--- src/rtl/pipe_hazard_ctrl_pkg.sv ---
// rtl/pipe_hazard_ctrl_pkg.sv - shared types and constants for the pipeline hazard controller
// Purpose: controller state encoding, forwarding-select codes, the per-stage
//          latch control bundle and its canonical values.
// Ports:   none (package).
package pipe_pkg;

  localparam int REG_AW = 5;

  typedef enum logic [1:0] {
    IDLE     = 2'b00,
    RUN      = 2'b01,
    MEM_WAIT = 2'b10
  } state_e;

  localparam logic [1:0] FWD_REG   = 2'b00;
  localparam logic [1:0] FWD_EXMEM = 2'b01;
  localparam logic [1:0] FWD_MEMWB = 2'b10;

  // One stg_ena / stg_x pair per pipeline latch (PC has no bubble input).
  typedef struct packed {
    logic pc_ena;
    logic ifid_ena;
    logic idex_ena;
    logic exmem_ena;
    logic memwb_ena;
    logic ifid_x;
    logic idex_x;
    logic exmem_x;
    logic memwb_x;
  } stg_ctl_t;

  // Whole pipe frozen: nothing loads, nothing is cleared.
  localparam stg_ctl_t CTL_HOLD    = 9'b00000_0000;
  // Normal advance of every stage.
  localparam stg_ctl_t CTL_ADVANCE = 9'b11111_0000;
  // Taken branch: everything advances, the two younger latches are squashed.
  localparam stg_ctl_t CTL_FLUSH   = 9'b11111_1100;
  // Load-use: PC and IF/ID hold, a bubble is loaded into ID/EX, older stages drain.
  localparam stg_ctl_t CTL_BUBBLE  = 9'b00111_0100;

endpackage

--- src/rtl/pipe_hazard_ctrl_if.sv ---
// rtl/pipe_hazard_ctrl_if.sv - datapath <-> hazard controller signal bundle
// Purpose: groups run/step control, the hazard-relevant latch fields, the
//          memory handshake and all controller outputs.
// Modports: master = datapath side (drives hazard inputs, consumes controls),
//           slave  = pipe_hazard_ctrl.
interface pipe_hazard_ctrl_if #(
  parameter int REG_AW = pipe_pkg::REG_AW,
  parameter int CNT_W  = 16
);
  logic              run;
  logic              step;
  logic [REG_AW-1:0] ifid_rs1;
  logic [REG_AW-1:0] ifid_rs2;
  logic              ifid_use_rs1;
  logic              ifid_use_rs2;
  logic [REG_AW-1:0] idex_rd;
  logic              idex_is_load;
  logic              idex_save_to_reg;
  logic [REG_AW-1:0] idex_rs1;
  logic [REG_AW-1:0] idex_rs2;
  logic [REG_AW-1:0] exmem_rd;
  logic              exmem_save_to_reg;
  logic [REG_AW-1:0] memwb_rd;
  logic              memwb_save_to_reg;
  logic              branch_taken;
  logic              mem_req;
  logic              mem_ready;

  logic              pc_ena;
  logic              ifid_ena;
  logic              idex_ena;
  logic              exmem_ena;
  logic              memwb_ena;
  logic              ifid_x;
  logic              idex_x;
  logic              exmem_x;
  logic              memwb_x;
  logic [1:0]        fwd_a;
  logic [1:0]        fwd_b;
  logic              halted;
  logic              mem_err;
  logic [CNT_W-1:0]  stall_cnt;
  logic [CNT_W-1:0]  flush_cnt;

  modport master (
    output run, step, ifid_rs1, ifid_rs2, ifid_use_rs1, ifid_use_rs2,
           idex_rd, idex_is_load, idex_save_to_reg, idex_rs1, idex_rs2,
           exmem_rd, exmem_save_to_reg, memwb_rd, memwb_save_to_reg,
           branch_taken, mem_req, mem_ready,
    input  pc_ena, ifid_ena, idex_ena, exmem_ena, memwb_ena,
           ifid_x, idex_x, exmem_x, memwb_x, fwd_a, fwd_b,
           halted, mem_err, stall_cnt, flush_cnt
  );

  modport slave (
    input  run, step, ifid_rs1, ifid_rs2, ifid_use_rs1, ifid_use_rs2,
           idex_rd, idex_is_load, idex_save_to_reg, idex_rs1, idex_rs2,
           exmem_rd, exmem_save_to_reg, memwb_rd, memwb_save_to_reg,
           branch_taken, mem_req, mem_ready,
    output pc_ena, ifid_ena, idex_ena, exmem_ena, memwb_ena,
           ifid_x, idex_x, exmem_x, memwb_x, fwd_a, fwd_b,
           halted, mem_err, stall_cnt, flush_cnt
  );
endinterface

--- src/rtl/pipe_hazard_ctrl_fwd_unit.sv ---
// rtl/pipe_hazard_ctrl_fwd_unit.sv - EX operand forwarding select for one operand
// Purpose: picks the youngest in-flight producer of src_i; EX/MEM wins over MEM/WB.
// Ports:   src_i            EX operand source register
//          exmem_rd_i/_save_to_reg_i, memwb_rd_i/_save_to_reg_i  producer fields
//          sel_o            FWD_REG / FWD_EXMEM / FWD_MEMWB
module fwd_unit
  import pipe_pkg::*;
#(
  parameter int REG_AW = pipe_pkg::REG_AW
) (
  input  logic [REG_AW-1:0] src_i,
  input  logic [REG_AW-1:0] exmem_rd_i,
  input  logic              exmem_save_to_reg_i,
  input  logic [REG_AW-1:0] memwb_rd_i,
  input  logic              memwb_save_to_reg_i,
  output logic [1:0]        sel_o
);

  // x0 is hard-wired zero, so a write to it is never a producer.
  always_comb begin
    sel_o = FWD_REG;
    if (exmem_save_to_reg_i && (exmem_rd_i != '0) && (exmem_rd_i == src_i)) begin
      sel_o = FWD_EXMEM;
    end else if (memwb_save_to_reg_i && (memwb_rd_i != '0) && (memwb_rd_i == src_i)) begin
      sel_o = FWD_MEMWB;
    end
  end

endmodule

--- src/rtl/pipe_hazard_ctrl.sv ---
// rtl/pipe_hazard_ctrl.sv - stage enable / bubble controller for the 5-stage core
// Purpose: resolves load-use stalls, taken-branch flushes and multi-cycle
//          memory freezes; run/step control; forwarding selects; saturating
//          stall/flush counters; sticky memory-timeout flag.
// Ports:   stg_clk  pipeline clock
//          reset    asynchronous active-high reset
//          ctrl     pipe_hazard_ctrl_if.slave (hazard inputs, latch controls,
//                   fwd_a/fwd_b, halted, mem_err, stall_cnt, flush_cnt)
module pipe_hazard_ctrl
  import pipe_pkg::*;
#(
  parameter int REG_AW      = pipe_pkg::REG_AW,
  parameter int MEM_TIMEOUT = 15,
  parameter int CNT_W       = 16
) (
  input  logic              stg_clk,
  input  logic              reset,
  pipe_hazard_ctrl_if.slave ctrl
);

  localparam int               WAIT_W   = $clog2(MEM_TIMEOUT + 1);
  localparam logic [WAIT_W-1:0] WAIT_MAX = WAIT_W'(MEM_TIMEOUT);
  localparam logic [CNT_W-1:0]  CNT_MAX  = {CNT_W{1'b1}};

  state_e            state_q, state_d;
  logic [WAIT_W-1:0] wait_q, wait_d;
  logic              step_entry_q, step_entry_d;  // MEM_WAIT was entered from a single step
  logic              mem_err_q, mem_err_d;
  logic [CNT_W-1:0]  stall_q, stall_d;
  logic [CNT_W-1:0]  flush_q, flush_d;

  stg_ctl_t          ctl;
  logic              advance;     // apply branch / load-use / normal rules this cycle
  logic              stall_inc;
  logic              flush_inc;
  logic              freeze_req;
  logic              load_use;

  assign freeze_req = ctrl.mem_req && !ctrl.mem_ready;

  assign load_use = ctrl.idex_is_load && ctrl.idex_save_to_reg && (ctrl.idex_rd != '0) &&
                    ((ctrl.ifid_use_rs1 && (ctrl.ifid_rs1 == ctrl.idex_rd)) ||
                     (ctrl.ifid_use_rs2 && (ctrl.ifid_rs2 == ctrl.idex_rd)));

  always_comb begin
    state_d      = state_q;
    wait_d       = wait_q;
    step_entry_d = step_entry_q;
    mem_err_d    = mem_err_q;
    ctl          = CTL_HOLD;
    advance      = 1'b0;
    stall_inc    = 1'b0;
    flush_inc    = 1'b0;

    unique case (state_q)
      IDLE: begin
        if (ctrl.run) begin
          state_d = RUN;
        end else if (ctrl.step) begin
          // A step is a RUN cycle that leaves the controller halted.
          if (freeze_req) begin
            state_d      = MEM_WAIT;
            wait_d       = WAIT_W'(1);
            step_entry_d = 1'b1;
            stall_inc    = 1'b1;
          end else begin
            advance = 1'b1;
          end
        end
      end

      RUN: begin
        if (freeze_req) begin
          state_d      = MEM_WAIT;
          wait_d       = WAIT_W'(1);
          step_entry_d = 1'b0;
          stall_inc    = 1'b1;
        end else begin
          advance = 1'b1;
          if (!ctrl.run) begin
            state_d = IDLE;
          end
        end
      end

      MEM_WAIT: begin
        if (!ctrl.mem_ready) begin
          stall_inc = 1'b1;
          if (wait_q >= WAIT_MAX) begin
            mem_err_d = 1'b1;
            state_d   = IDLE;
            wait_d    = '0;
          end else begin
            wait_d = wait_q + WAIT_W'(1);
          end
        end else begin
          // Completion cycle behaves like a normal RUN cycle minus the freeze check.
          advance = 1'b1;
          wait_d  = '0;
          state_d = step_entry_q ? IDLE : RUN;
        end
      end

      default: begin
        state_d = IDLE;
      end
    endcase

    if (advance) begin
      if (ctrl.branch_taken) begin
        ctl       = CTL_FLUSH;
        flush_inc = 1'b1;
      end else if (load_use) begin
        ctl       = CTL_BUBBLE;
        stall_inc = 1'b1;
      end else begin
        ctl = CTL_ADVANCE;
      end
    end

    // A step held across reset must not leak enables while reset is asserted.
    if (reset) begin
      ctl = CTL_HOLD;
    end

    stall_d = (stall_inc && (stall_q != CNT_MAX)) ? stall_q + CNT_W'(1) : stall_q;
    flush_d = (flush_inc && (flush_q != CNT_MAX)) ? flush_q + CNT_W'(1) : flush_q;
  end

  always_ff @(posedge stg_clk or posedge reset) begin
    if (reset) begin
      state_q      <= IDLE;
      wait_q       <= '0;
      step_entry_q <= 1'b0;
      mem_err_q    <= 1'b0;
      stall_q      <= '0;
      flush_q      <= '0;
    end else begin
      state_q      <= state_d;
      wait_q       <= wait_d;
      step_entry_q <= step_entry_d;
      mem_err_q    <= mem_err_d;
      stall_q      <= stall_d;
      flush_q      <= flush_d;
    end
  end

  fwd_unit #(.REG_AW(REG_AW)) u_fwd_a (
    .src_i               (ctrl.idex_rs1),
    .exmem_rd_i          (ctrl.exmem_rd),
    .exmem_save_to_reg_i (ctrl.exmem_save_to_reg),
    .memwb_rd_i          (ctrl.memwb_rd),
    .memwb_save_to_reg_i (ctrl.memwb_save_to_reg),
    .sel_o               (ctrl.fwd_a)
  );

  fwd_unit #(.REG_AW(REG_AW)) u_fwd_b (
    .src_i               (ctrl.idex_rs2),
    .exmem_rd_i          (ctrl.exmem_rd),
    .exmem_save_to_reg_i (ctrl.exmem_save_to_reg),
    .memwb_rd_i          (ctrl.memwb_rd),
    .memwb_save_to_reg_i (ctrl.memwb_save_to_reg),
    .sel_o               (ctrl.fwd_b)
  );

  assign ctrl.pc_ena    = ctl.pc_ena;
  assign ctrl.ifid_ena  = ctl.ifid_ena;
  assign ctrl.idex_ena  = ctl.idex_ena;
  assign ctrl.exmem_ena = ctl.exmem_ena;
  assign ctrl.memwb_ena = ctl.memwb_ena;
  assign ctrl.ifid_x    = ctl.ifid_x;
  assign ctrl.idex_x    = ctl.idex_x;
  assign ctrl.exmem_x   = ctl.exmem_x;
  assign ctrl.memwb_x   = ctl.memwb_x;
  assign ctrl.halted    = (state_q == IDLE);
  assign ctrl.mem_err   = mem_err_q;
  assign ctrl.stall_cnt = stall_q;
  assign ctrl.flush_cnt = flush_q;

endmodule

--- src/flat_wrapper.sv ---
// flat-port wrapper written by rule: the top's interface ports become plain ports
module pipe_hazard_ctrl_flat import pipe_pkg::*;
#(
  parameter int REG_AW      = pipe_pkg::REG_AW,
  parameter int MEM_TIMEOUT = 15,
  parameter int CNT_W       = 16
)
  (stg_clk, reset, ctrl_run, ctrl_step, ctrl_ifid_rs1, ctrl_ifid_rs2, ctrl_ifid_use_rs1, ctrl_ifid_use_rs2, ctrl_idex_rd, ctrl_idex_is_load, ctrl_idex_save_to_reg, ctrl_idex_rs1, ctrl_idex_rs2, ctrl_exmem_rd, ctrl_exmem_save_to_reg, ctrl_memwb_rd, ctrl_memwb_save_to_reg, ctrl_branch_taken, ctrl_mem_req, ctrl_mem_ready, ctrl_pc_ena, ctrl_ifid_ena, ctrl_idex_ena, ctrl_exmem_ena, ctrl_memwb_ena, ctrl_ifid_x, ctrl_idex_x, ctrl_exmem_x, ctrl_memwb_x, ctrl_fwd_a, ctrl_fwd_b, ctrl_halted, ctrl_mem_err, ctrl_stall_cnt, ctrl_flush_cnt);
  pipe_hazard_ctrl_if #(.REG_AW(REG_AW), .CNT_W(CNT_W)) ctrl_i ();
  input  logic stg_clk;
  input  logic reset;
  input wire logic [$bits(ctrl_i.run)-1:0] ctrl_run;
  input wire logic [$bits(ctrl_i.step)-1:0] ctrl_step;
  input wire logic [$bits(ctrl_i.ifid_rs1)-1:0] ctrl_ifid_rs1;
  input wire logic [$bits(ctrl_i.ifid_rs2)-1:0] ctrl_ifid_rs2;
  input wire logic [$bits(ctrl_i.ifid_use_rs1)-1:0] ctrl_ifid_use_rs1;
  input wire logic [$bits(ctrl_i.ifid_use_rs2)-1:0] ctrl_ifid_use_rs2;
  input wire logic [$bits(ctrl_i.idex_rd)-1:0] ctrl_idex_rd;
  input wire logic [$bits(ctrl_i.idex_is_load)-1:0] ctrl_idex_is_load;
  input wire logic [$bits(ctrl_i.idex_save_to_reg)-1:0] ctrl_idex_save_to_reg;
  input wire logic [$bits(ctrl_i.idex_rs1)-1:0] ctrl_idex_rs1;
  input wire logic [$bits(ctrl_i.idex_rs2)-1:0] ctrl_idex_rs2;
  input wire logic [$bits(ctrl_i.exmem_rd)-1:0] ctrl_exmem_rd;
  input wire logic [$bits(ctrl_i.exmem_save_to_reg)-1:0] ctrl_exmem_save_to_reg;
  input wire logic [$bits(ctrl_i.memwb_rd)-1:0] ctrl_memwb_rd;
  input wire logic [$bits(ctrl_i.memwb_save_to_reg)-1:0] ctrl_memwb_save_to_reg;
  input wire logic [$bits(ctrl_i.branch_taken)-1:0] ctrl_branch_taken;
  input wire logic [$bits(ctrl_i.mem_req)-1:0] ctrl_mem_req;
  input wire logic [$bits(ctrl_i.mem_ready)-1:0] ctrl_mem_ready;
  output wire logic [$bits(ctrl_i.pc_ena)-1:0] ctrl_pc_ena;
  output wire logic [$bits(ctrl_i.ifid_ena)-1:0] ctrl_ifid_ena;
  output wire logic [$bits(ctrl_i.idex_ena)-1:0] ctrl_idex_ena;
  output wire logic [$bits(ctrl_i.exmem_ena)-1:0] ctrl_exmem_ena;
  output wire logic [$bits(ctrl_i.memwb_ena)-1:0] ctrl_memwb_ena;
  output wire logic [$bits(ctrl_i.ifid_x)-1:0] ctrl_ifid_x;
  output wire logic [$bits(ctrl_i.idex_x)-1:0] ctrl_idex_x;
  output wire logic [$bits(ctrl_i.exmem_x)-1:0] ctrl_exmem_x;
  output wire logic [$bits(ctrl_i.memwb_x)-1:0] ctrl_memwb_x;
  output wire logic [$bits(ctrl_i.fwd_a)-1:0] ctrl_fwd_a;
  output wire logic [$bits(ctrl_i.fwd_b)-1:0] ctrl_fwd_b;
  output wire logic [$bits(ctrl_i.halted)-1:0] ctrl_halted;
  output wire logic [$bits(ctrl_i.mem_err)-1:0] ctrl_mem_err;
  output wire logic [$bits(ctrl_i.stall_cnt)-1:0] ctrl_stall_cnt;
  output wire logic [$bits(ctrl_i.flush_cnt)-1:0] ctrl_flush_cnt;
  assign ctrl_i.run = ctrl_run;
  assign ctrl_i.step = ctrl_step;
  assign ctrl_i.ifid_rs1 = ctrl_ifid_rs1;
  assign ctrl_i.ifid_rs2 = ctrl_ifid_rs2;
  assign ctrl_i.ifid_use_rs1 = ctrl_ifid_use_rs1;
  assign ctrl_i.ifid_use_rs2 = ctrl_ifid_use_rs2;
  assign ctrl_i.idex_rd = ctrl_idex_rd;
  assign ctrl_i.idex_is_load = ctrl_idex_is_load;
  assign ctrl_i.idex_save_to_reg = ctrl_idex_save_to_reg;
  assign ctrl_i.idex_rs1 = ctrl_idex_rs1;
  assign ctrl_i.idex_rs2 = ctrl_idex_rs2;
  assign ctrl_i.exmem_rd = ctrl_exmem_rd;
  assign ctrl_i.exmem_save_to_reg = ctrl_exmem_save_to_reg;
  assign ctrl_i.memwb_rd = ctrl_memwb_rd;
  assign ctrl_i.memwb_save_to_reg = ctrl_memwb_save_to_reg;
  assign ctrl_i.branch_taken = ctrl_branch_taken;
  assign ctrl_i.mem_req = ctrl_mem_req;
  assign ctrl_i.mem_ready = ctrl_mem_ready;
  assign ctrl_pc_ena = ctrl_i.pc_ena;
  assign ctrl_ifid_ena = ctrl_i.ifid_ena;
  assign ctrl_idex_ena = ctrl_i.idex_ena;
  assign ctrl_exmem_ena = ctrl_i.exmem_ena;
  assign ctrl_memwb_ena = ctrl_i.memwb_ena;
  assign ctrl_ifid_x = ctrl_i.ifid_x;
  assign ctrl_idex_x = ctrl_i.idex_x;
  assign ctrl_exmem_x = ctrl_i.exmem_x;
  assign ctrl_memwb_x = ctrl_i.memwb_x;
  assign ctrl_fwd_a = ctrl_i.fwd_a;
  assign ctrl_fwd_b = ctrl_i.fwd_b;
  assign ctrl_halted = ctrl_i.halted;
  assign ctrl_mem_err = ctrl_i.mem_err;
  assign ctrl_stall_cnt = ctrl_i.stall_cnt;
  assign ctrl_flush_cnt = ctrl_i.flush_cnt;
  pipe_hazard_ctrl #(.REG_AW(REG_AW), .MEM_TIMEOUT(MEM_TIMEOUT), .CNT_W(CNT_W)) u_core (.stg_clk(stg_clk), .reset(reset), .ctrl(ctrl_i));
endmodule
--- config.mk ---
export PLATFORM = sky130hd
export DESIGN_NAME = pipe_hazard_ctrl_flat
export DESIGN_NICKNAME = d
export VERILOG_FILES = /design/src/rtl/pipe_hazard_ctrl_pkg.sv /design/src/rtl/pipe_hazard_ctrl_if.sv /design/src/rtl/pipe_hazard_ctrl_fwd_unit.sv /design/src/rtl/pipe_hazard_ctrl.sv /design/src/flat_wrapper.sv
export SDC_FILE = /design/constraint.sdc
export NUM_CORES = 1
export LEC_CHECK = 0
export ABC_AREA = 1
export CAP_MARGIN = 25
export CORE_ASPECT_RATIO = 0.8
export CORE_MARGIN = 2
export CORE_UTILIZATION = 25
export DETAILED_ROUTE_END_ITERATION = 7
export MAX_ROUTING_LAYER = met4
export SLEW_MARGIN = 20
export SYNTH_ARGS = -nofsm -noshare
export SYNTH_HDL_FRONTEND = slang
export SYNTH_SLANG_ARGS = --single-unit
--- constraint.sdc ---
create_clock -name stg_clk -period 2.7 [get_ports stg_clk]
set_input_delay 0.27 -clock stg_clk [delete_from_list [all_inputs] [get_ports stg_clk]]
set_output_delay 0.27 -clock stg_clk [all_outputs]
set_load 0.05 [all_outputs]
-- Yosys cells after proc, flatten, opt, wreduce, memory -nomap -nowiden
Index checks and enable logic that the tools add are counted.
- bitwise gates (word level): 1
- eq/ne operators: 18
- magnitude comparators: 1
- muxes and demuxes: 43
- reductions and logical operators: 26
- add/sub/neg operators: 3
- operators by type and width (operator ; number):
    two-way mux 9 bit ; 4
    adder 16 x 1 -> 16 bit, second input constant ; 2
    inequality test 16 bit, second input constant ; 2
    == test 5 bit ; 6
    two-way mux 2 bit ; 11
    two-way mux 4 bit ; 5
    two-way mux 1 bit ; 18
    nonzero test 5 bit ; 3
    logical AND 1 bit ; 14
    case mux 4 bit (3 select lines) ; 1
    inequality test 3 x 2 -> 1 bit, second input constant ; 3
    case mux 1 bit (3 select lines) ; 2
    case mux 2 bit (3 select lines) ; 1
    AND reduction 3 bit ; 2
    AND reduction 5 bit ; 1
    adder 4 x 1 -> 4 bit, second input constant ; 1
    >= comparator 4 bit, second input constant ; 1
    inequality test 2 x 1 -> 1 bit, second input constant ; 2
    inequality test 2 bit, second input constant ; 2
    AND reduction 4 bit ; 1
    inequality test 3 bit, second input constant ; 1
    nonzero test 3 bit ; 1
    == test 2 x 1 -> 1 bit, second input constant ; 1
    == test 2 bit, second input constant ; 1
    other kinds (6) ; 6
- logic and storage cells: 98
- bits of input ports: 48
- flip-flop bits (word level): 40
- output and inout port bits: 47

-- Logic depth before layout (Yosys ltp)
Gate-level depths: netlist (run 1).
- depth after elaboration: 10
- gate-level depth with buffers: 12
- gate-level depth less buffers: 11

-- Modules after synthesis
A second synthesis (run 1) with hierarchy kept.
- cell total of the unflattened synthesis: 459
- area, all modules: 3075.4 um2
- modules (own cells, without submodules) (module ; sequential area each (um2) ; cells each ; area each (um2) ; instances):
    pipe_hazard_ctrl ; 1001.0 ; 359 ; 2647.5 ; 1
    fwd_unit ; 0.0 ; 50 ; 214.0 ; 2

-- Least setup slack after synthesis (run 1)
No wires, ideal clock.
- path type: reg-to-output
- start point: register u_core.state_q[1]
- end point: output port ctrl_idex_x
- setup slack: -0.574 ns
- required time: 2.430 ns
- stages on the path, launching flop included: 8
- path buffers: 0
- arrival: 3.004 ns
- cell sequence: dfrtp_1 nor2_2 nand2_2 o21ai_4 inv_1 nor2_1 inv_1 a21oi_1
- word-level cells in the longest chain between the ends: 4
- elaborated cells on any way between the ends: 6
- classes of those cells: eq/ne: 2; mux: 3; reduce/logical: 1
- RTL lines (item ; line ; RTL):
    from (decl) ; pipe_hazard_ctrl.sv:25 ; state_e state_q, state_d;
    from (signal assigned) ; pipe_hazard_ctrl.sv:139 ; state_q <= state_d;
    zero test 2 bit ; n/a ;
    net ctrl_halted ; flat_wrapper.sv:41 ; output wire logic [$bits(ctrl_i.halted)-1:0] ctrl_halted;
    case mux 1 bit (3 select lines) ; pipe_hazard_ctrl.sv:55 ; unique case (state_q)
    two-way mux 9 bit ; pipe_hazard_ctrl.sv:109 ; if (advance) begin
    two-way mux 9 bit ; pipe_hazard_ctrl.sv:122 ; if (reset) begin
    to (decl) ; flat_wrapper.sv:36 ; output wire logic [$bits(ctrl_i.idex_x)-1:0] ctrl_idex_x;
The timed path passes the listed nets, and every way through them passes these cells.

-- Final worst setup path (run 1)
- start point: input port ctrl_exmem_rd[1]
- end point: output port ctrl_fwd_b[0]
- word-level cells in the longest chain between the ends: 4
- elaborated cells on any way between the ends: 5
- classes of those cells: eq/ne: 1; mux: 1; reduce/logical: 3
- RTL lines (item ; line ; RTL):
    from (decl) ; flat_wrapper.sv:23 ; input wire logic [$bits(ctrl_i.exmem_rd)-1:0] ctrl_exmem_rd;
    nonzero test 5 bit ; pipe_hazard_ctrl_fwd_unit.sv:22 ; if (exmem_save_to_reg_i && (exmem_rd_i != '0) && (exmem_rd_i == src_i)) begin
    logical AND 1 bit ; pipe_hazard_ctrl_fwd_unit.sv:22 ;
    logical AND 1 bit (*) ; pipe_hazard_ctrl_fwd_unit.sv:22 ;
    two-way mux 2 bit (*) ; pipe_hazard_ctrl_fwd_unit.sv:22 ;
    to (decl) ; flat_wrapper.sv:40 ; output wire logic [$bits(ctrl_i.fwd_b)-1:0] ctrl_fwd_b;
Mark *: on every way between the ends. The rest lies on a longest branch, timed or not.

==> impl_summary.log, run 1 <==
[metrics] slew at the pin closest to its max-slew limit: between 0.5 and 0.6 ns
[metrics] antenna-violating nets left: 0
[metrics] maximum number of pins on one net before global-route repair: 25
[metrics] number of diodes added for antenna fixing: 0
[metrics] fraction of the yosys area taken by sequential cells: 34.2%
[metrics] WL per Instance: between 10 and 15 microns
[metrics] power density cells: 712 nW/um^2
[metrics] instance area after placement: 4090 sq um
[metrics] final-layout setup total negative slack: 0 ns
[metrics] leakage dissipation: ~1.9 nW
[metrics] DRC violations left: 0
[metrics] number of clock sinks seen by CTS: 40
[metrics] net switching component of the power: 1.34 mW
[metrics] most frequent cells in the layout: sky130_fd_sc_hd__nand2_1 (102), sky130_fd_sc_hd__clkdlybuf4s50_1 (82), sky130_fd_sc_hd__inv_1 (50), sky130_fd_sc_hd__dfrtp_1 (40), sky130_fd_sc_hd__nor2_1 (37)
[metrics] relative contribution of the clock network to total power: between 20% and 30%
[metrics] endpoint required time on the critical path: between 2 and 2.5 ns
[metrics] flip-flop and latch count after synthesis: 40
[metrics] Final setup violation count: 0
[metrics] Final Critical Period: about 2.6 ns
[metrics] Final Net Count: about 540
[metrics] Hold-fix buffers, CTS: 0
[metrics] CP Data Arrival Time: roughly 2.3 ns
[metrics] class of the most critical hold timing path: in -> async
[metrics] post-synthesis average cell area: 7.44 sq um
[metrics] half-perimeter wire length after placement: 6270 microns
[metrics] Rows: 35
[metrics] global-route wire length before repair: roughly 14000 microns
[metrics] total power consumption of the routed design: around 3.0 mW
[metrics] final standard cell utilization of the core: 37.1%
[metrics] die outline area: approximately 13000 sq um
[metrics] TritonCTS clock tree: built
[metrics] internal power summed over all cells: 1.69 mW
[metrics] Max Cap Viol: 0
[metrics] run status: completed
[metrics] post-DR vias/cell: about 4.3
[metrics] Core ar.: ~11000 sq um
[metrics] Setup crit end kind: primary output
[metrics] clock skew after layout: between 0.008 and 0.009 ns
[metrics] Top Ports: 95
[metrics] synthesized area: roughly 3000 sq um
[metrics] startpoint-to-endpoint class of the critical path: in -> out
[metrics] Fin Hold WS: ~0.37 ns
[metrics] ratio of final minimum period to clock period: a little over nine tenths
[metrics] buffer depth of the longest clock path: 2
[metrics] via count of the first global-routing pass: about 2800
[metrics] length of the first detailed-routing pass in iterations: 4
[metrics] number of H-tree branching levels: 2
[metrics] sw frac: around 44%
[metrics] count of yosys warnings during synthesis: 0
[metrics] worst skew pair latency: 0.29 ns
[metrics] number of resized instances in the post-cts repair step: 0
[metrics] number of antenna violations at the first check in global routing: 0
[metrics] number of cells produced by synthesis: between 300 and 400
[metrics] final cell area excluding filler cells: roughly 4300 sq um
[metrics] worst vdd rail ir drop: 0.000428 V
[metrics] startpoint types: input pin
[metrics] combinational cell fraction of total power: a little under half
[metrics] total via count in the routed design: roughly 2800
[metrics] cell at the root of the clock tree: sky130_fd_sc_hd__clkbuf_16
[metrics] Worst-path clk slew: roughly 0.060 ns
[metrics] Synth-to-Final Area Change: 45.4%
[metrics] Synth cell types: 38
[metrics] Max Transition Viols Final: 0
[metrics] detailed-route wire length: between 7000 and 8000 microns
[metrics] # Post-CTS Setup Buffers: 0
[metrics] part of the total power dissipated in sequential elements: between 20% and 30%
[metrics] total CTS buffers: 5
[metrics] detailed router's first-iteration violation count: roughly 180
[metrics] final hold violation count: 0
[metrics] total congestion overflow: 0
[metrics] initial core utilization: 25.5%
[metrics] Chip Height: roughly 100 microns
[metrics] buffers added on ports: between 90 and 100
[metrics] Routability Congestion: 0.955
[metrics] setup repair after global routing missed its margin: false
[metrics] most common cell after layout, fill and taps aside: sky130_fd_sc_hd__nand2_1
[metrics] die extent in x: around 130 microns
[metrics] total routing resource utilization after global routing: around 14%
[metrics] Critical Path Fanout Max: 3
[metrics] maximum clock frequency: between 0.3 and 0.4 GHz
[metrics] fraction of final layout cells sized beyond drive strength 1: slightly below 10%
[metrics] Slew headroom: around two thirds
==> flip-flops by register name, summed over array words and instances (netlist names) <==
register,flops
u_core.ctrl.stall_cnt,16
u_core.step_entry_q,1
u_core.state_q,2
u_core.ctrl.flush_cnt,16
u_core.ctrl.mem_err,1
u_core.wait_q,4
==> cells in the mapped netlist, drive strengths merged <==
library cell	number	area share (%)
conb	1	0.13
ha	3	1.3
inv	53	6.9
o21ai	9	1.9
or2	1	0.21
a22o	1	0.30
nor2	43	6.3
a311oi	1	0.51
dfrtp	40	34
xnor2	23	7.1
o41ai	1	0.30
nand4	14	3.7
nand3	36	6.9
nand3b	1	0.26
buf	9	2.5
o21bai	1	0.26
a31oi	2	0.43
xor2	27	8.1
nand2	106	14
nor3	15	3.2
a21oi	6	1.0
a22oi	1	0.26
==> final cells by class <==
class | count | area, sq um
clock buffer | 5 | 125
clock inverter | 3 | 46.3
fill | 1209 | 7210
inverter | 53 | 201
tap | 148 | 185
sequential | 40 | 1000
timing repair buffer | 95 | 1030
multi-input combinational | 293 | 1670
==> routing by layer <==
layer / vias to the layer above / routed length (microns) / GRT usage [%]
li1: 1435 / - / -
met2: 50 / 3760 / 21.8
met4: 0 / 121 / 3.68
met5: - / 0 / -
met1: 1259 / 3870 / 17.9
met3: 11 / 231 / 2.44
==> path summary, 6_finish.rpt <==
check                                         startpoint                   endpoint  slack [ns]  depth (start not counted)
worst max-delay path                    ctrl_exmem_rd[1]              ctrl_fwd_b[0]        0.13                          5
worst min-delay path                               reset   u_core.ctrl.flush_cnt[0]        0.37                          3
worst max register to register  u_core.ctrl.stall_cnt[0]  u_core.ctrl.stall_cnt[12]        0.63                          9
worst min register to register       u_core.ctrl.mem_err        u_core.ctrl.mem_err        0.48                          1
max in group asynchronous                          reset   u_core.ctrl.stall_cnt[5]        2.04                          3
min in group stg_clk                 u_core.ctrl.mem_err        u_core.ctrl.mem_err        0.48                          1
==> power by group through the flow <==
stage               clock (mW)  combinational (mW)  sequential, mW
detailed placement           0                1.44           0.905
finish                   0.709                1.43           0.895
global route             0.756                1.54           0.923
CTS                      0.724                1.44           0.897
global placement             0                1.42           0.898
floorplan                    0               0.638            1.20
==> worst max-delay path: stages <==
cell	delay [ns]
sky130_fd_sc_hd__clkdlybuf4s50_1	0.48
sky130_fd_sc_hd__or2_2	0.32
sky130_fd_sc_hd__o41ai_1	0.37
sky130_fd_sc_hd__nor3_1	0.13
sky130_fd_sc_hd__clkdlybuf4s50_1	0.72
==> per-stage QoR <==
step                worst slack, ns  std cells
floorplan                   0.00878        395
global placement              0.231        629
detailed placement            0.140        629
CTS                           0.142        637
global route                 0.0306        637
finish                        0.132        637
==> cell families after synthesis <==
family	count (synthesis)	share of synthesized area [%]
xor gates and xnor gates	50	15.2
and+or+nand+nor	216	34.9
adders and majority gates	3	1.28
other	1	0.128
DFF	40	34.2
AOI/OAI and AO/OA	22	5.00
buffers and inverters	62	9.35
(Power assumes the default switching activity.)
==> run 2, diff against run 1 <==
- CORE_UTILIZATION: 25 -> 40
- PLACE_DENSITY: default -> 0.71
==> run 2 against run 1 <==
  * Highest routed layer unchanged
  * Sequential share of layout area up 0.70 points
  * Count of clock-buffer cells in the layout unchanged
  * Largest power group unchanged
  * Largest cell class unchanged
  * Utilization up 22 points
==> impl_summary.log, run 2 (same netlist as run 1, synthesis figures left out) <==
[metrics] run status: completed
[metrics] most common cell after layout, fill and taps aside: sky130_fd_sc_hd__nand2_1
[metrics] Critical Path Fanout Max: 3
[metrics] WL per Instance: around 13 microns
[metrics] worst vdd rail ir drop: ~0.00048 V
[metrics] end point of the critical path: ctrl_fwd_a[0]
[metrics] number of cells on the worst reg-to-reg path: 9
[metrics] # Post-CTS Setup Buffers: 0
[metrics] Chip Height: approximately 81 microns
[metrics] capture point of the worst reg-to-reg path: u_core.ctrl.stall_cnt[4]
[metrics] maximum number of pins on one net before global-route repair: between 40 and 50
[metrics] number of H-tree branching levels: 2
[metrics] Final Critical Period: ~2.5 ns
[metrics] highest-delay cell along the critical path: sky130_fd_sc_hd__clkdlybuf4s50_1
[metrics] number of antenna violations at the first check in global routing: 0
[metrics] number of diodes added for antenna fixing: 0
[metrics] worst skew pair latency: approximately 0.28 ns
[metrics] final-layout setup total negative slack: 0 ns
[metrics] buffer depth of the longest clock path: 2
[metrics] power density cells: slightly below 700 nW/um^2
[metrics] post-DR vias/cell: roughly 4.8
[metrics] total power consumption of the routed design: approximately 2.9 mW
[metrics] antenna-violating nets left: 0
[metrics] total CTS buffers: 5
[metrics] slew at the pin closest to its max-slew limit: 0.538 ns
[metrics] Setup crit end kind: primary output
[metrics] TritonCTS clock tree: built
[metrics] Max Transition Viols Final: 0
[metrics] class of the most critical hold timing path: in -> async
[metrics] Worst-path clk slew: 0.08 ns
[metrics] setup repair after global routing missed its margin: false
[metrics] initial core utilization: 41.9%
[metrics] clock skew after layout: between 0.006 and 0.007 ns
[metrics] fraction of final layout cells sized beyond drive strength 1: 9.24%
[metrics] ratio of final minimum period to clock period: 92.2%
[metrics] maximum clock frequency: about 0.40 GHz
[metrics] FF-to-FF setup slack: 0.68 ns
[metrics] Slew headroom: 63.9%
[metrics] Hold-fix buffers, CTS: 0
[metrics] detailed-route wire length: a little over 7000 microns
[metrics] die extent in x: 99.7 microns
[metrics] WP buf/inv: 2
[metrics] Fin Hold WS: ~0.46 ns
[metrics] cell type with the highest occurrence count on the critical path: sky130_fd_sc_hd__clkdlybuf4s50_1
[metrics] instance area after placement: 4010 sq um
[metrics] leakage dissipation: a little under 2 nW
[metrics] Routability Congestion: between 0.9 and 1
[metrics] stages on the worst setup path: 5
[metrics] highest cell delay on the worst timing path: approximately 0.72 ns
[metrics] total congestion overflow: 0
[metrics] total via count in the routed design: approximately 2700
[metrics] critical path launch point: ctrl_exmem_rd[1]
[metrics] Synth-to-Final Area Change: 41.2%
[metrics] DRC violations left: 0
[metrics] startpoint types: input pin
[metrics] number of clock sinks seen by CTS: 40
[metrics] most frequent cells in the layout: sky130_fd_sc_hd__nand2_1 (102), sky130_fd_sc_hd__clkdlybuf4s50_1 (83), sky130_fd_sc_hd__inv_1 (50), sky130_fd_sc_hd__dfrtp_1 (40), sky130_fd_sc_hd__nor2_1 (37)
[metrics] final cell area excluding filler cells: just over 4000 sq um
[metrics] Core ar.: 6990 sq um
[metrics] die outline area: roughly 8000 sq um
[metrics] Final Net Count: around 540
[metrics] detailed router's first-iteration violation count: just under 90
[metrics] endpoint required time on the critical path: between 2 and 2.5 ns
[metrics] Rows: 27
[metrics] startpoint-to-endpoint class of the critical path: in -> out
[metrics] CP Cell Sequence: clkdlybuf4s50_1 > or2_2 > o41ai_1 > nor3_1 > clkdlybuf4s50_1
[metrics] via count of the first global-routing pass: roughly 2600
[metrics] Top Ports: 95
[metrics] Max Cap Viol: 0
[metrics] length of the first detailed-routing pass in iterations: 4
[metrics] global-route wire length before repair: between 10000 and 15000 microns
[metrics] half-perimeter wire length after placement: ~5800 microns
[metrics] number of resized instances in the post-cts repair step: 0
[metrics] delay-heaviest family, CP: buffers and inverters
[metrics] total routing resource utilization after global routing: 19.1%
[metrics] launch point of the worst reg-to-reg path: u_core.ctrl.stall_cnt[0]
[metrics] final hold violation count: 0
[metrics] CP Data Arrival Time: 2.22 ns
[metrics] cell at the root of the clock tree: sky130_fd_sc_hd__clkbuf_8
[metrics] buffers added on ports: 92
[metrics] Final setup violation count: 0
## run 2: cell types whose count changed in the layout (fill, tap and decap cells not counted)
cell | before | now
sky130_fd_sc_hd__clkbuf_8 | 0 | 5
sky130_fd_sc_hd__inv_6 | 1 | 0
sky130_fd_sc_hd__bufinv_16 | 1 | 2
sky130_fd_sc_hd__clkdlybuf4s50_1 | 82 | 83
sky130_fd_sc_hd__clkbuf_16 | 5 | 0
sky130_fd_sc_hd__buf_4 | 4 | 2
sky130_fd_sc_hd__clkinvlp_4 | 1 | 0
## run 2: final cells by class
| class | instances | area [sq um] |
|---|---|---|
| Timing Repair Buffer | 94 | 1030 |
| Clock inverter | 2 | 60.1 |
| Fill cell | 622 | 2860 |
| Tap cell | 87 | 109 |
| Inverter | 53 | 201 |
| Clock buffer | 5 | 68.8 |
| Sequential cell | 40 | 1000 |
| Multi-Input combinational cell | 293 | 1670 |
## run 2: tightest hold or removal path, stage by stage
cell	delay [ns]
sky130_fd_sc_hd__clkdlybuf4s50_1	0.43
sky130_fd_sc_hd__inv_1	0.06
sky130_fd_sc_hd__buf_4	0.44
## run 2: power by group
part	internal, mW	switching, mW	leakage, nW	total (mW)
Combinational	0.521	0.908	1.34	1.43
Sequential	0.730	0.154	0.516	0.884
Clock	0.364	0.200	0.0642	0.564
## run 2: layer usage
metal	up-vias	track usage [%]	wire length [microns]
li1	1430	-	-
met1	1233	26.1	3580
met2	63	30.3	3380
met3	4	3.13	229
met4	0	3.56	51
met5	-	-	0
## run 2: worst min-delay path by stage
| stage | slack, ns | depth (start not counted) | endpoint | from |
|---|---|---|---|---|
| 3_3_place_gp | 0.47 | 1 | u_core.ctrl.mem_err | u_core.ctrl.mem_err |
| 3_5_place_dp | 0.46 | 1 | u_core.ctrl.mem_err | u_core.ctrl.mem_err |
| 6_report | 0.46 | 3 | u_core.ctrl.flush_cnt[6] | reset |
| 4_1_cts | 0.47 | 3 | u_core.ctrl.stall_cnt[10] | reset |
| 2_1_floorplan | 0.39 | 2 | u_core.state_q[0] | ctrl_run |
| 5_1_grt | 0.52 | 1 | u_core.ctrl.mem_err | u_core.ctrl.mem_err |
## run 2: stage by stage
step	worst slack, ns	util [%]	instances
floorplan	0.00878	-	395
global placement	0.237	57.3	567
detailed placement	0.213	57.3	567
CTS	0.208	59.2	574
global route	0.0518	59.2	574
finish	0.210	59.2	574
